`config.mk`:
```
export PLATFORM = sky130hd
export DESIGN_NAME = colocar_barcos
export DESIGN_NICKNAME = d
export VERILOG_FILES = /design/src/rtl/colocar_barcos.sv
export SDC_FILE = /design/constraint.sdc
export NUM_CORES = 1
export LEC_CHECK = 0
export ABC_AREA = 1
export CAP_MARGIN = 20
export CORE_MARGIN = 4
export CORE_UTILIZATION = 40
export DETAILED_ROUTE_END_ITERATION = 8
export DONT_BUFFER_PORTS = 1
export PLACE_DENSITY = 0.56
export SETUP_SLACK_MARGIN = 0.5
export SLEW_MARGIN = 0
export SYNTH_ARGS = -nofsm -noshare
export SYNTH_HDL_FRONTEND = slang
export SYNTH_SLANG_ARGS = --single-unit
```
`constraint.sdc`:
```
create_clock -name clk -period 4.9 [get_ports clk]
set_input_delay 0.735 -clock clk [delete_from_list [all_inputs] [get_ports clk]]
set_output_delay 0.735 -clock clk [all_outputs]
set_load 0.005 [all_outputs]
```
`src/rtl/colocar_barcos.sv`:
```
// Ship placement stage: latches the selected ship count, then lets the player place
// ships largest first on a TAM x TAM occupancy board with bounds and overlap checks.
module colocar_barcos #(
  parameter int TAM        = 5,
  parameter int MAX_BARCOS = 5
) (
  input  logic               clk,
  input  logic               reset,
  input  logic [2:0]         cantidadBarcosSeleccionada,
  input  logic               seleccionListo,
  input  logic [2:0]         fila,
  input  logic [2:0]         columna,
  input  logic               horizontal,
  input  logic               botonColocar,
  output logic [TAM*TAM-1:0] tablero,
  output logic [2:0]         barcosColocados,
  output logic [2:0]         barcoActual,
  output logic               colocacionError,
  output logic               colocacionLista
);

  typedef enum logic [1:0] {
    ESPERA,
    COLOCANDO,
    LISTO
  } estado_t;

  localparam logic [3:0] TAM4  = 4'(TAM);
  localparam logic [2:0] MAXB3 = 3'(MAX_BARCOS);

  estado_t            estado, estado_n;
  logic [TAM*TAM-1:0] tablero_n;
  logic [2:0]         colocados_n;
  logic [2:0]         cantidad, cantidad_n;
  logic               error_n;
  logic               botonPrev;
  logic               press;
  logic [3:0]         len;
  logic [3:0]         fila4, col4;
  logic [TAM*TAM-1:0] mascara;
  logic               valido;

  assign press           = botonColocar & ~botonPrev;
  assign barcoActual     = (estado == COLOCANDO) ? (cantidad - barcosColocados) : '0;
  assign colocacionLista = (estado == LISTO);
  assign len             = {1'b0, barcoActual};
  assign fila4           = {1'b0, fila};
  assign col4            = {1'b0, columna};

  // Cells the current ship would cover; 4-bit arithmetic keeps fila+len from wrapping.
  always_comb begin
    mascara = '0;
    for (int unsigned r = 0; r < TAM; r++) begin
      for (int unsigned c = 0; c < TAM; c++) begin
        if (horizontal) begin
          if (4'(r) == fila4 && 4'(c) >= col4 && 4'(c) < col4 + len)
            mascara[r*TAM+c] = 1'b1;
        end else begin
          if (4'(c) == col4 && 4'(r) >= fila4 && 4'(r) < fila4 + len)
            mascara[r*TAM+c] = 1'b1;
        end
      end
    end
  end

  always_comb begin
    valido = (fila4 < TAM4) && (col4 < TAM4) && ((tablero & mascara) == '0);
    if (horizontal) begin
      if (col4 + len > TAM4) valido = 1'b0;
    end else begin
      if (fila4 + len > TAM4) valido = 1'b0;
    end
  end

  always_comb begin
    estado_n    = estado;
    tablero_n   = tablero;
    colocados_n = barcosColocados;
    cantidad_n  = cantidad;
    error_n     = 1'b0;
    case (estado)
      ESPERA: begin
        if (seleccionListo && cantidadBarcosSeleccionada >= 3'd1 &&
            cantidadBarcosSeleccionada <= MAXB3) begin
          cantidad_n = cantidadBarcosSeleccionada;
          estado_n   = COLOCANDO;
        end
      end
      COLOCANDO: begin
        if (press) begin
          if (valido) begin
            tablero_n   = tablero | mascara;
            colocados_n = barcosColocados + 3'd1;
            if (colocados_n == cantidad) estado_n = LISTO;
          end else begin
            error_n = 1'b1;
          end
        end
      end
      LISTO:   ;
      default: estado_n = ESPERA;
    endcase
  end

  always_ff @(posedge clk or negedge reset) begin
    if (!reset) begin
      estado          <= ESPERA;
      tablero         <= '0;
      barcosColocados <= '0;
      cantidad        <= '0;
      colocacionError <= 1'b0;
      botonPrev       <= 1'b0;
    end else begin
      estado          <= estado_n;
      tablero         <= tablero_n;
      barcosColocados <= colocados_n;
      cantidad        <= cantidad_n;
      colocacionError <= error_n;
      botonPrev       <= botonColocar;
    end
  end

endmodule

```
==> metrics.cfg <==
[clocking]
post_cts_setup_bufs=0
clk_latency_ns=0.30
cts-buffers-inserted=5
cts_tree=built
clk_transition_reported_paths_ns=0.09
cts-root-to-sink-buffers=2
cts-hold-fix-buffers=0
clk_root_buffer_cell=clkbuf_8
clock_sinks=35
cts.htree.levels=2
cts_resizes=0

[worst_setup_path]
timing.critical_path.max_delay_family=simple AND/OR/NAND/NOR gates
crit_path_max_cell_delay_ns=0.51
cpMaxStageDelayCell=fa_1
critPathCaptureType=register
worstReg2RegEnd=barcosColocados[1]$_DFFE_PN0P_
cp.arrival_ns=4.10
rr_startpoint=estado[0]$_DFFE_PN0P_
critical_path_class=register to register
critPathBufInv=5
rrSetupSlack_ns=0.98
cp-startpoint=estado[0]$_DFFE_PN0P_
critical-path-top-cell-by-count=nand2_1
r2r.worst_path.cells=24
startpoint_type=register
worst_ep_required_time_ns=5.08
timing.critical_path.cells=inv_1 -> nor2_4 -> buf_4 -> inv_1 -> nor2_1 -> ha_1 -> inv_1 -> fa_1 -> inv_1 -> nor2_1 -> a21boi_1 -> nand2_1 -> nand3_1 -> nand2_1 -> nand2_1 -> nand2_1 -> nor2_1 -> nand2_1 -> nor2_1 -> nand2_2 -> nor2_8 -> nand2_4 -> nand2_1 -> nand2_1
worst-path-max-fanout=23

[floorplan]
top_level_ports=47
initial_utilization=0.413
fp.dieW_um=92.0
design.core.area_um2=6830
placement_rows=30
dieArea_um2=8460
die_height_um=92.0

[timing]
setup-violations-final=0
fin_setup_tns_ns=0
transition_time_of_the_tightest_slew_check_pin_ns=0.447
report.final.hold_viol_count=0
final.min_clock_period_ns=3.92
max_freq_mhz=255
fin_hold_ws_ns=0.122
worst_slew_margin_rel=0.701
skew_ns=0.0136
rsz0062_at_grt=no
slew_violations=0
layout_worst_path_cycle_share=0.801

[routing]
via_total_after_detailed_routing=2703
wl_per_cell_um=15.2
drt_drc=0
detail_route.wirelength_um=7910
drt_pass1_iterations=5
detail_route.vias_per_cell=5.20
antenna_left=0
drt-initial-drc-count=264

[layout]
final_area_um2=3020
fill_cell_total_of_the_finished_layout=744
syn_to_final_growth_pct=7.14
final_net_count=447
drive_above_1_share=0.106
final-instance-count-excl-fill=520
antennaDiodeCount=0

[logic_synthesis]
ys_async_sr_fraction=1.00
synth_top_cells_by_area=dfrtp_1 31%, nand2_1 16%, nand3_1 9.6%
ys.warnings.count=0
synth-edff-count=0
synthesis.area_per_instance_um2=6.68
synthesis.instances=422
synth_area_um2=2820
synth-seq-area-share=0.311
postSynthNetCount=445
synth-seq-cells=35
postSynth.topFlopCell=dfrtp_1
synth.lib_cells_used.distinct=31
library_cell_occupying_the_most_area_in_the_post_synthesis_netlist=dfrtp_1
synth_top_area_share=0.311

[grt]
globalRouteMet3Util=0.0509
grt_most_used_layer=met2
pin_count_of_the_biggest_net_entering_global_routing=36
use_met2=0.310
gr-total-overflow=0
gr-usage-all-layers=0.190
vias_in_the_first_global_route=2626
grt_antenna_before_repair=0
global_route_wire_length_before_repair_um=12900
grt_util_met1=0.246

[pwr]
vdd_drop_max_mv=0.123
power_density_nw_per_um2=203
power_mw=0.614
p_leak_nw=1.65

[placement]
detailed_place.area_um2=2920
post-place-cells=513
dp_hpwl_um=6180
place.gp.congestion=0.961
number_of_buffers_added_on_ports=0

[job]
drv_cap=0

[min_path]
min-delay-path-class=input pin to async pin

[outcome]
run_status=complete, no violations

==> cell usage in the layout (no fill, tap or decap), types with 4 or more instances in the layout <==
cell	synthesis	final
nand2_1	122	122
clkbuf_8	0	5
dfrtp_1	35	35
ha_1	6	6
nand3_1	54	54
o21bai_2	10	10
nand3_2	5	5
nor3_1	9	9
o21ai_0	4	4
nand2_2	9	9
nor2_1	52	52
nand2_4	4	4
nand4_1	7	7
inv_1	69	69
o21bai_1	4	4
a21oi_1	5	5
==> metrics by stage <==
step,setup slack (ns),util
after floorplan,1.25,-
after global placement,1.01,0.427
after detailed placement,0.948,0.427
after CTS,0.943,0.442
after global routing,0.516,0.442
final,0.977,0.442
==> area by class of cell <==
cell class / instances / area, um2 / share of cell area
Multi-Input combinational cell: 309 / 1640 / 0.542
Sequential cell: 35 / 876 / 0.290
Inverter: 71 / 267 / 0.0882
Tap cell: 96 / 120 / 0.0398
Clock buffer: 5 / 68.8 / 0.0228
Clock inverter: 2 / 37.5 / 0.0124
Timing Repair Buffer: 2 / 15.0 / 0.00497
==> cell usage after synthesis (3+ instances only) <==
cell type  count
nand2_1      122
clkbuf_1       3
o21ai_0        4
xor2_1         3
ha_1           6
fa_1           3
dfrtp_1       35
nand2_2        9
nor3_1         9
nand4_1        7
o21bai_2      10
a21oi_1        5
inv_1         69
nand3_1       54
nor2_1        52
o21bai_1       4
nand2_4        4
nand3_2        5
==> worst max path at each step <==
| stage | end | slack (ns) | cells after the start |
|---|---|---|---|
| after floorplan | tablero[12]$_DFFE_PN0P_ | 1.25 | 24 |
| after global placement | barcosColocados[0]$_DFFE_PN0P_ | 1.01 | 24 |
| after detailed placement | barcosColocados[1]$_DFFE_PN0P_ | 0.95 | 24 |
| after CTS | barcosColocados[1]$_DFFE_PN0P_ | 0.94 | 24 |
| after global routing | tablero[13]$_DFFE_PN0P_ | 0.52 | 23 |
| final | barcosColocados[1]$_DFFE_PN0P_ | 0.98 | 24 |
==> power by group <==
part	internal, mW	total (mW)	switching (mW)
Sequential	0.289	0.289	0.0000920
Combinational	0.0163	0.0629	0.0467
Clock	0.149	0.262	0.113
Total	0.454	0.614	0.160
==> flip-flops by register name (all words and copies together), names as in the netlist <==
register         flops
botonPrev            1
colocacionError      1
estado               2
cantidad             3
tablero             25
barcosColocados      3
==> logic make-up (layout without fill, tap and decap cells) <==
family,count (synthesis),count (layout),synth area share
AO/OA/AOI/OAI,25,25,0.0710
XOR/XNOR,3,3,0.00932
adder cells (fa/ha/maj),9,9,0.0479
buffers and inverters,78,80,0.109
flip-flops,35,35,0.311
AND/OR/NAND/NOR,272,272,0.453
==> worst reg2reg max path: cells and delay by family, from the launching register on <==
family,cells,cell delay [ns]
DFF,1,0.39
AOI/OAI and AO/OA,1,0.22
adders and majority gates,2,0.73
buffers and inverters,5,0.55
and+or+nand+nor,16,1.94
==> metal layers <==
layer  part of all wire  vias to the layer above
li1                   -                     1333
met1               0.43                     1243
met2               0.46                      110
met3              0.091                       17
met4              0.017                        0
met5                  0                        -
(Power assumes the default switching activity.)
